$ cat config.mk
export PLATFORM = sky130hd
export DESIGN_NAME = spi_byte_slave
export DESIGN_NICKNAME = d
export VERILOG_FILES = /design/src/rtl/spi_byte_slave.sv
export SDC_FILE = /design/constraint.sdc
export NUM_CORES = 1
export LEC_CHECK = 0
export BUFFER_PORTS_ARGS = -buffer_cell sky130_fd_sc_hd__buf_2
export CORE_UTILIZATION = 49
export DETAILED_ROUTE_END_ITERATION = 10
export GPL_TIMING_DRIVEN = 0
export PLACE_DENSITY = 0.83
export SYNTH_ARGS = -nofsm -noshare
export SYNTH_HDL_FRONTEND = slang
export SYNTH_SLANG_ARGS = --single-unit
$ cat constraint.sdc
create_clock -name clock -period 1.8 [get_ports clock]
set_input_delay 0.36 -clock clock [delete_from_list [all_inputs] [get_ports clock]]
set_output_delay 0.36 -clock clock [all_outputs]
set_load 0.005 [all_outputs]
$ cat src/rtl/spi_byte_slave.sv
// spi_byte_slave
//   SPI mode-0 slave byte transceiver for the SPI FPU command front end.
//   The SPI pins are oversampled in the clock domain (f_SCK <= f_clock/8).
//   MOSI is deserialised into bytes and response bytes are serialised onto MISO.
//   The FPU command state machine sees a byte-level valid/ready interface.
//
// Parameters
//   SYNC_STAGES  synchroniser depth on SCK, MOSI and nCS (min 2)
//   FILL_BYTE    byte shifted out when the controller offers nothing
//
// Ports
//   clock, reset         system clock, synchronous active-high reset
//   SPI_clock            SCK from master, idle low
//   SPI_in               MOSI
//   SPI_out              MISO, always driven, registered
//   SPI_not_chip_select  nCS, active low
//   in_data/_valid       last received byte, 1-cycle pulse on a new byte
//   out_data/_valid      response byte offered by the controller
//   out_data_ready       1-cycle pulse: out_data taken into the TX shifter
//   active               high while a frame is selected
//
// Configuration
//   SPI_BYTE_SLAVE_LSB_FIRST_EN  defined: LSB first on the wire for both
//                                directions; undefined: MSB first.
//
// State table
//   ST_IDLE       | not selected; MISO low, bit counter cleared, SCK ignored
//   ST_LOAD_FIRST | one cycle after cs_fall; loads the first TX byte
//   ST_SHIFT      | shifting bits on SCK edges
module spi_byte_slave #(
  parameter int unsigned SYNC_STAGES = 2,
  parameter logic [7:0]  FILL_BYTE   = 8'h00
) (
  input  logic       clock,
  input  logic       reset,
  input  logic       SPI_clock,
  input  logic       SPI_in,
  output logic       SPI_out,
  input  logic       SPI_not_chip_select,
  output logic [7:0] in_data,
  output logic       in_data_valid,
  input  logic [7:0] out_data,
  input  logic       out_data_valid,
  output logic       out_data_ready,
  output logic       active
);

`ifdef SPI_BYTE_SLAVE_LSB_FIRST_EN
  localparam int TX_BIT = 0;
`else
  localparam int TX_BIT = 7;
`endif

  typedef enum logic [1:0] {
    ST_IDLE,
    ST_LOAD_FIRST,
    ST_SHIFT
  } state_t;

  logic [SYNC_STAGES-1:0] sck_sync, mosi_sync, ncs_sync;
  logic sck_hist, ncs_hist;
  logic sck_s, mosi_s, ncs_s;
  logic sck_rise, sck_fall, cs_fall;

  // Synchronisers reset to 0: with nCS already low at reset release the
  // history never sees a 1->0 transition, so no frame starts until nCS toggles.
  always_ff @(posedge clock) begin
    if (reset) begin
      sck_sync  <= '0;
      mosi_sync <= '0;
      ncs_sync  <= '0;
      sck_hist  <= 1'b0;
      ncs_hist  <= 1'b0;
    end else begin
      sck_sync  <= {sck_sync[SYNC_STAGES-2:0], SPI_clock};
      mosi_sync <= {mosi_sync[SYNC_STAGES-2:0], SPI_in};
      ncs_sync  <= {ncs_sync[SYNC_STAGES-2:0], SPI_not_chip_select};
      sck_hist  <= sck_sync[SYNC_STAGES-1];
      ncs_hist  <= ncs_sync[SYNC_STAGES-1];
    end
  end

  assign sck_s    = sck_sync[SYNC_STAGES-1];
  assign mosi_s   = mosi_sync[SYNC_STAGES-1];
  assign ncs_s    = ncs_sync[SYNC_STAGES-1];
  assign sck_rise = sck_s & ~sck_hist;
  assign sck_fall = ~sck_s & sck_hist;
  assign cs_fall  = ~ncs_s & ncs_hist;

  state_t     state, state_n;
  logic [7:0] rx, rx_n, tx, tx_n;
  logic [7:0] rx_shifted, tx_shifted;
  logic [2:0] bit_count, bit_count_n;
  logic [7:0] in_data_n;
  logic       in_data_valid_n;
  logic       spi_out_n;
  logic       do_load;

`ifdef SPI_BYTE_SLAVE_LSB_FIRST_EN
  assign rx_shifted = {mosi_s, rx[7:1]};
  assign tx_shifted = {1'b0, tx[7:1]};
`else
  assign rx_shifted = {rx[6:0], mosi_s};
  assign tx_shifted = {tx[6:0], 1'b0};
`endif

  always_comb begin
    state_n         = state;
    rx_n            = rx;
    tx_n            = tx;
    bit_count_n     = bit_count;
    in_data_n       = in_data;
    in_data_valid_n = 1'b0;
    out_data_ready  = 1'b0;
    do_load         = 1'b0;

    case (state)
      ST_IDLE: begin
        if (cs_fall) state_n = ST_LOAD_FIRST;
      end
      ST_LOAD_FIRST: begin
        if (ncs_s) begin
          state_n = ST_IDLE;
        end else begin
          do_load = 1'b1;
          state_n = ST_SHIFT;
        end
      end
      ST_SHIFT: begin
        // nCS deselect takes priority over a byte completing in the same cycle
        if (ncs_s) begin
          state_n = ST_IDLE;
        end else if (sck_rise) begin
          rx_n        = rx_shifted;
          bit_count_n = bit_count + 3'd1;
          if (bit_count == 3'd7) begin
            in_data_n       = rx_shifted;
            in_data_valid_n = 1'b1;
          end
        end else if (sck_fall) begin
          if (bit_count == 3'd0) do_load = 1'b1;
          else tx_n = tx_shifted;
        end
      end
      default: state_n = ST_IDLE;
    endcase

    // Reloading on the falling edge after a byte gives the controller
    // several clocks after in_data_valid to offer its reply.
    if (do_load) begin
      if (out_data_valid) begin
        tx_n           = out_data;
        out_data_ready = 1'b1;
      end else begin
        tx_n = FILL_BYTE;
      end
    end

    if (state_n == ST_IDLE) begin
      bit_count_n = 3'd0;
      rx_n        = 8'h00;
      tx_n        = 8'h00;
    end

    spi_out_n = (state_n != ST_IDLE) ? tx_n[TX_BIT] : 1'b0;
  end

  always_ff @(posedge clock) begin
    if (reset) begin
      state         <= ST_IDLE;
      rx            <= 8'h00;
      tx            <= 8'h00;
      bit_count     <= 3'd0;
      in_data       <= 8'h00;
      in_data_valid <= 1'b0;
      SPI_out       <= 1'b0;
    end else begin
      state         <= state_n;
      rx            <= rx_n;
      tx            <= tx_n;
      bit_count     <= bit_count_n;
      in_data       <= in_data_n;
      in_data_valid <= in_data_valid_n;
      SPI_out       <= spi_out_n;
    end
  end

  assign active = (state != ST_IDLE);

endmodule

==> out/qor.txt, run 1 <==
Synth cell types = 33
CTS tree = built
worst-margin pin slew = 0.4407 ns
PD cells = 723.1 nW/um^2
M1 WL = 1459 microns
clk buf depth = 2
fin crit share = 1.059
f_max = 0.5246 GHz
Hold Path Class = input pin to flop
Mapped Cells = 176
io pins = 26
WL met3 = 170 microns
Core ar. = 3078 sq um
Sink Count = 38
Fin Setup TNS = -0.1063 ns
hold_ws = 0.2266 ns
grt total ovfl = 0
layout cell share with drive strength beyond 1 = 0.2710
metal2 WL = 1592 microns
largest net degree at the start of global routing = 13
Ys Warns = 0
Clock Latency Late Sink = 0.35 ns
GR Util All Layers = 0.2102
Routed WL = 3281 microns
Yosys top cell by area = dfxtp_1
Final Hold Fails = 0
EDFF count, synth = 0
Detail Route Antenna Nets = 0
cell area after layout = 1954 sq um
synthesized flop and latch total = 38
Layout area overhead = 21.75%
initial antenna violation count = 0
commonest non-fill, non-tap cell in the layout = dfxtp_1
# rows = 20
Seq pwr share = 0.604
routed vias/inst = 5.252
Mapped Avg Cell Area = 9.121 sq um
effective utilization at floorplan = 0.5215
clk slew on worst S/H paths = 0.10 ns
Clock Skew = 0.01615 ns
Post-Syn Nets = 197
CTS Buf Count = 5
DRC = 0
Max Slew Vio Count = 0
status = complete, but fails checks
DIE WIDTH = 59.24 microns
Tmin final = 1.906 ns
top post-synthesis cells by area = dfxtp_1, nand2_1, a21oi_1, ha_1, nor2b_1
CP startpoint kind = flop
gpl congestion = 0.7868
Pwr Total = 1.413 mW
most frequent cells in the layout = dfxtp_1, nand2_1, buf_2, a21oi_1, nor2b_1
fin worst setup slack = -0.1063 ns
Syn Std Cell Area = 1605 sq um
Synth Flop Type = dfxtp_1
worst path cell trace = inv_4 > ha_4 > nand4bb_1 > buf_6 > o31ai_4 > buf_2
Logic pwr share = 0.065
H-tree Lvls = 2
total number of vias = 1355
Leakage = 0.8313 nW
first-pass GRT wire length = 5513 microns
Die Area = 3509 sq um
fin cells = 258
CP required = 1.44 ns
Sw Share = 0.2361
Nets = 234
Worst Path Max Fanout = 6
post-DP HPWL = 2158 microns
Critical Path End Type = output pin
final core utilization = 0.6350
Fill cells = 264
Max Cap Viol = 0
sequential cell area fraction in the yosys report = 0.4739
drt initial violations = 49
Setup Crit Path Kind = flop to output pin
Max Used Layer = met4
NetSw = 0.3337 mW
internal power = 1.080 mW
DRT Pass-1 Iters = 4
antenna diode instance count = 0
worst rel slew slack = 0.7062
VDD IR-drop max = 0.4223 mV
worst slack, placed = -0.2253 ns
Die H = 59.24 microns
critical path's largest stage delay = 0.37 ns
crit path DAT = 1.55 ns
Synth async-reset ratio = 0
failing checks = setup timing
Cell Area, Placed = 1785 sq um
Root Buffer Master = clkbuf_4
# setup viols final = 1
post-DR wirelength/cell = 12.72 microns
slowest cell on the critical path = dfxtp_4
vias in the first global route = 1252
cell count after placement = 245
# port buffers = 25
Yosys top cell area share = 0.4739
Clock Power Share = 0.330
RSZ-0062 raised after global routing = true
[synth_stat cells (2+ instances only)]
cell type	instances
clkbuf_1	3
a21oi_1	22
nand3_1	9
nor2b_1	10
o2bb2ai_1	6
nand3b_1	2
buf_4	3
o21ai_0	2
dfxtp_1	38
nand2_1	31
nor2_1	5
o21ai_1	2
nor3_1	6
o211a_1	6
ha_1	7
inv_1	6
buf_2	2
[what timing repair did]
| item | CTS | global route |
|---|---|---|
| resized for setup | 14 | 4 |
| pin swaps | 4 | 2 |
| buffers inserted | 5 | 0 |
| hold buffers | 0 | 0 |
| endpoints found under the setup margin | 28 | 8 |
[flip-flops by register name, summed over array words and instances (netlist names)]
name	count
bit_count	3
tx	8
rx	7
ncs_sync	2
sck_sync	2
in_data	8
ncs_hist	1
in_data_valid	1
sck_hist	1
SPI_out	1
state	2
mosi_sync	2
[metal layers]
layer,vias to the layer above,GRT usage
li1,688,-
met3,7,0.05240
met2,34,0.3371
met1,626,0.2654
met5,-,0
met4,0,0.09524
[critical path, delay by kind of cell (launching register included)]
family / cells / cell delay (ns)
AOI/OAI and AO/OA: 1 / 0.20
adders and majority gates: 1 / 0.15
buffers and inverters: 3 / 0.37
DFF: 1 / 0.37
and+or+nand+nor: 1 / 0.13
[kinds of logic (layout without fill, tap and decap cells)]
kind of cell | count (synthesis) | count (layout) | share of synthesized area
adders and majority gates | 7 | 7 | 0.05456
AOI/OAI and AO/OA | 45 | 45 | 0.1980
DFF | 38 | 38 | 0.4739
and+or+nand+nor | 71 | 71 | 0.2268
xor gates and xnor gates | 1 | 1 | 0.005457
buffers and inverters | 14 | 52 | 0.04131
[power by group through the flow]
stage                     clock, mW  combinational (mW)  sequential (mW)
after floorplan                   0              0.0441            0.873
after global placement            0              0.0708            0.874
after detailed placement          0              0.0719            0.875
after CTS                     0.480              0.0847            0.854
after global routing          0.521               0.102            0.856
final                         0.467              0.0925            0.854
[layout make-up]
type | count | area [sq um] | area share
clock inverters | 2 | 12.51 | 0.006402
multi-input cells | 124 | 823.3 | 0.4213
clock buffers | 6 | 51.30 | 0.02625
flip-flops and latches | 38 | 768.2 | 0.3931
well taps | 44 | 55.05 | 0.02817
plain buffers | 8 | 53.80 | 0.02753
inverters | 6 | 27.53 | 0.01408
repair buffers | 30 | 162.7 | 0.08323
[worst paths after layout]
path / from / cells past startpoint / slack (ns) / endpoint
worst max-delay path: state[0]$_SDFF_PP0_ / 6 / -0.11 / out_data_ready
worst min-delay path: SPI_in / 2 / 0.23 / mosi_sync[0]$_SDFF_PP0_
worst max register to register: state[0]$_SDFF_PP0_ / 7 / 0.02 / tx[0]$_SDFFE_PP0P_
worst min register to register: mosi_sync[0]$_SDFF_PP0_ / 1 / 0.44 / mosi_sync[1]$_SDFF_PP0_
Power figures use the tool's default switching activity.
==> run 2, diff against run 1 <==
Settings changed: BUFFER_PORTS_ARGS -buffer_cell sky130_fd_sc_hd__buf_2 to -buffer_cell sky130_fd_sc_hd__buf_4, CORE_UTILIZATION 49 to 59, PLACE_DENSITY 0.83 to 0.93.
Clock period 1.8 ns to 2.4 ns, I/O delays scaled along.
==> run 2 against run 1 <==
Against the previous run: the flow now finishes without violations; critical path type unchanged; combinational power fell by 34%; clock power fell by 34%; highest routed layer unchanged; sequential power fell by 25%; global-route usage rose by 5.3 points; total power is 28% lower; clock-buffer cell count decreased by 1.
==> out/qor.txt, run 2 (same netlist as run 1, synthesis figures left out) <==
Nets = 230
Layout area overhead = 17.54%
Detail Route Antenna Nets = 0
Die H = 54.16 microns
worst path bufs/invs = 2
DIE WIDTH = 54.16 microns
clk slew on worst S/H paths = 0.12 ns
CP startpoint kind = flop
DRT Pass-1 Iters = 4
first-pass GRT wire length = 5340 microns
Tmin final = 2.302 ns
cell count after placement = 231
total number of vias = 1351
initial antenna violation count = 0
CTS tree = built
commonest non-fill, non-tap cell in the layout = dfxtp_1
Max Slew Vio Count = 0
layout cell share with drive strength beyond 1 = 0.2153
critical path's largest stage delay = 0.45 ns
# setup viols final = 0
worst-margin pin slew = 0.4322 ns
worst rel slew slack = 0.7100
Die Area = 2933 sq um
Clock Skew = 0.01698 ns
DRC = 0
grt total ovfl = 0
Routed WL = 3334 microns
Final Hold Fails = 0
Root Buffer Master = clkbuf_4
cts hold-fix bufs = 0
crit path DAT = 1.82 ns
worst path cell trace = inv_1 > ha_1 > nand2_1 > o31ai_4 > buf_4
post-DP HPWL = 2405 microns
Fin Setup TNS = 0 ns
post-DR wirelength/cell = 13.95 microns
VDD IR-drop max = 0.4975 mV
Core ar. = 2522 sq um
# rows = 18
routed vias/inst = 5.653
fin cells = 239
slowest cell on the critical path = dfxtp_1
Max Cap Viol = 0
f_max = 0.4343 GHz
Top Family by Delay on Critical Path = flip-flops
Sink Count = 38
Hold Path Class = input pin to flop
GR Util All Layers = 0.2629
Critical Path End Type = output pin
io pins = 26
# port buffers = 25
CTS Buf Count = 5
most frequent cells in the layout = dfxtp_1, nand2_1, buf_4, a21oi_1, nor2b_1
clk buf depth = 2
gpl congestion = 0.7692
effective utilization at floorplan = 0.6364
CP required = 1.92 ns
RSZ-0062 raised after global routing = false
Clock Latency Late Sink = 0.35 ns
status = complete, no violations
largest registers = in_data x8, tx x8, rx x7
vias in the first global route = 1211
drt initial violations = 39
antenna diode instance count = 0
Leakage = 0.7990 nW
H-tree Lvls = 2
Worst Path Max Fanout = 5
fin crit share = 0.9594
Setup Crit Path Kind = flop to output pin
largest net degree at the start of global routing = 12
PD cells = 535.6 nW/um^2
## run 2: cell types whose count changed in the layout (fill, tap and decap cells not counted), sizes merged
cell,previous run,this run
buf,35,31
clkbuf,9,8
clkinv,1,2
clkinvlp,1,0
## run 2: routing by layer
layer  GRT usage  share of wire  vias to the layer above
li1            -              -                      680
met1      0.3138           0.46                      633
met2      0.4350           0.48                       31
met3     0.07345          0.045                        7
met4      0.1154          0.017                        0
met5           0              0                        -
## run 2: timing repair
| item | in CTS | in global routing |
|---|---|---|
| endpoints found under the setup margin | 1 | 1 |
| pin swaps | 1 | 0 |
| gates resized for setup | 0 | 1 |
| buffers inserted | 1 | 0 |
## run 2: cell type report
| class | count | area, sq um |
|---|---|---|
| Fill cell | 181 | 635.6 |
| Clock inverter | 2 | 10.01 |
| Inverter | 6 | 22.52 |
| Multi-Input combinational cell | 124 | 778.2 |
| Timing Repair Buffer | 26 | 195.2 |
| Clock buffer | 5 | 37.54 |
| Sequential cell | 38 | 762.0 |
| Tap cell | 30 | 37.54 |
| Buffer | 8 | 43.79 |
## run 2: power by group
group | switching [mW] | total, mW | internal (mW)
sequential | 0.00432 | 0.642 | 0.637
combinational | 0.0308 | 0.0611 | 0.0303
clock | 0.203 | 0.308 | 0.105
## run 2: per-stage QoR
stage | utilization | total power, mW | area (sq um) | setup WS, ns | hold WS (ns)
6_report | 0.7480 | 1.011 | 1887 | 0.09756 | 0.3525
5_1_grt | 0.7480 | 1.052 | 1887 | 0.002648 | 0.3485
4_1_cts | 0.7475 | 1.019 | 1886 | 0.1154 | 0.3456
3_5_place_dp | 0.7257 | 0.7160 | 1831 | 0.2676 | 0.4239
3_3_place_gp | 0.7257 | 0.7129 | 1831 | 0.3847 | 0.4180
2_1_floorplan | - | 0.6879 | 1605 | 0.6110 | 0.4138
## run 2: path summary, 6_finish.rpt
path	startpoint	to	slack (ns)	depth (start not counted)
worst min register to register	sck_sync[0]$_SDFF_PP0_	sck_sync[1]$_SDFF_PP0_	0.44	1
worst max register to register	state[0]$_SDFF_PP0_	tx[0]$_SDFFE_PP0P_	0.42	7
worst min-delay path	SPI_not_chip_select	ncs_sync[0]$_SDFF_PP0_	0.35	2
worst max-delay path	state[1]$_SDFF_PP0_	out_data_ready	0.1	5
## run 2: worst register-to-register path, stage by stage (launching register included)
cell and delay (ns):
dfxtp_2 0.40, inv_1 0.09, ha_1 0.26, or3b_1 0.40, a221oi_2 0.27, o21a_2 0.21, buf_4 0.18, a21oi_1 0.06
==> run 3, diff against run 2 <==
Settings changed: CORE_MARGIN from default to 1.5.
==> run 3 against run 2 <==
Against the previous run: maximum frequency grew 1.9%; flip-flop and latch count is the same; clock skew shrank 0.0097 ns; worst setup slack gained 0.043 ns.
==> out/qor.txt, run 3 (same netlist as run 1, synthesis figures left out) <==
status = complete, no violations
crit path DAT = 1.78 ns
Die H = 55.16 microns
# rows = 18
DRC = 0
initial antenna violation count = 0
Worst Path Max Fanout = 5
layout cell share with drive strength beyond 1 = 0.2143
NetSw = 0.2446 mW
VDD IR-drop max = 0.5559 mV
CTS Buf Count = 5
slowest cell on the critical path = dfxtp_1
Fin Setup TNS = 0 ns
critical path's largest stage delay = 0.45 ns
first-pass GRT wire length = 5168 microns
vias in the first global route = 1245
register area = 760.7 sq um
gpl congestion = 0.7451
Die Area = 3043 sq um
Leakage = 0.8019 nW
Core ar. = 2522 sq um
cell area after layout = 1902 sq um
Sw Share = 0.2323
RSZ-0062 raised after global routing = false
DRT Pass-1 Iters = 4
Layout area overhead = 18.47%
Max Cap Viol = 0
Critical Path End Type = output pin
CP required = 1.92 ns
post-DP HPWL = 2459 microns
setup repair bufs after CTS = 1
largest registers = in_data x8, tx x8, rx x7
commonest non-fill, non-tap cell in the layout = dfxtp_1
io pins = 26
Final Hold Fails = 0
largest net degree at the start of global routing = 13
Detail Route Antenna Nets = 0
Tmin final = 2.259 ns
H-tree Lvls = 2
f_max = 0.4426 GHz
total number of vias = 1389
internal power = 0.8083 mW
routed vias/inst = 5.788
grt total ovfl = 0
Hold Path Class = input pin to flop
worst rel slew slack = 0.6894
post-DR wirelength/cell = 13.92 microns
Sink Count = 38
GR Util All Layers = 0.2477
cts hold-fix bufs = 0
area of the multi-input gates = 778.2 sq um
Fill cells = 181
CTS tree = built
worst path cell trace = inv_1 > ha_1 > nand2_1 > o31ai_4 > buf_4
Setup Crit Path Kind = flop to output pin
Logic pwr share = 0.057
Clock Power Share = 0.333
antenna diode instance count = 0
Clock Skew = 0.007238 ns
Clock Latency Late Sink = 0.34 ns
CP startpoint kind = flop
Nets = 230
Max Slew Vio Count = 0
Routed WL = 3341 microns
# port buffers = 25
most frequent cells in the layout = dfxtp_1, nand2_1, buf_4, a21oi_1, nor2b_1
# setup viols final = 0
fin crit share = 0.9414
post-CTS sizing = 0
worst-margin pin slew = 0.4629 ns
effective utilization at floorplan = 0.6364
DIE WIDTH = 55.16 microns
PD cells = 553.6 nW/um^2
Seq pwr share = 0.610
clk slew on worst S/H paths = 0.11 ns
clk buf depth = 2
drt initial violations = 32
Cell Area, Placed = 1831 sq um
Root Buffer Master = clkbuf_4
## run 3: cell count changes in the layout (fill, tap and decap cells not counted), sizes merged
cell	delta
clkbuf	+1
clkinv	-1
clkinvlp	+1
## run 3: path summary, 6_finish.rpt
kind / from / end / slack, ns / cells after the start
hold reg to reg: mosi_sync[0]$_SDFF_PP0_ / mosi_sync[1]$_SDFF_PP0_ / 0.45 / 1
hold / removal: SPI_clock / sck_sync[0]$_SDFF_PP0_ / 0.34 / 2
setup / recovery: state[0]$_SDFF_PP0_ / out_data_ready / 0.14 / 5
setup reg to reg: state[0]$_SDFF_PP0_ / tx[0]$_SDFFE_PP0P_ / 0.36 / 7
## run 3: cell type report
type,count,share of cell area
Multi-Input combinational cell,124,0.4092
Timing Repair Buffer,26,0.1026
Sequential cell,38,0.4000
Clock buffer,6,0.02697
Inverter,6,0.01184
Clock inverter,2,0.006579
Buffer,8,0.02303
Tap cell,30,0.01974
## run 3: routing by layer
metal	share of wire	GRT usage	wire, microns	vias up
li1	-	-	-	682
met4	0.016	0.1423	55	0
met3	0.047	0.05914	156	7
met5	0	0	0	-
met2	0.50	0.4206	1667	50
met1	0.44	0.2831	1462	650
## run 3: critical path: cells and delay by family (launching register included)
family / cells / cell delay, ns
AO/OA/AOI/OAI: 1 / 0.28
adder cells (fa/ha/maj): 1 / 0.36
buffers and inverters: 2 / 0.25
flip-flops: 1 / 0.45
AND/OR/NAND/NOR: 1 / 0.11
## run 3: per-stage QoR
stage | setup slack (ns) | cells | total power, mW | hold slack, ns | utilization
finish | 0.1407 | 240 | 1.053 | 0.3420 | 0.7540
global placement | 0.3826 | 231 | 0.7131 | 0.4188 | 0.7257
floorplan | 0.6110 | 176 | 0.6879 | 0.4138 | -
detailed placement | 0.3071 | 231 | 0.7162 | 0.4242 | 0.7257
global route | 0.01943 | 240 | 1.092 | 0.3297 | 0.7540
CTS | 0.1175 | 240 | 1.060 | 0.3269 | 0.7540
## run 3: power by group through the flow
stage	Sequential (mW)	Combinational, mW	Clock (mW)
after floorplan	0.655	0.0331	0
after global placement	0.655	0.0576	0
after detailed placement	0.656	0.0600	0
after CTS	0.642	0.0606	0.357
after global routing	0.643	0.0657	0.384
final	0.642	0.0605	0.350
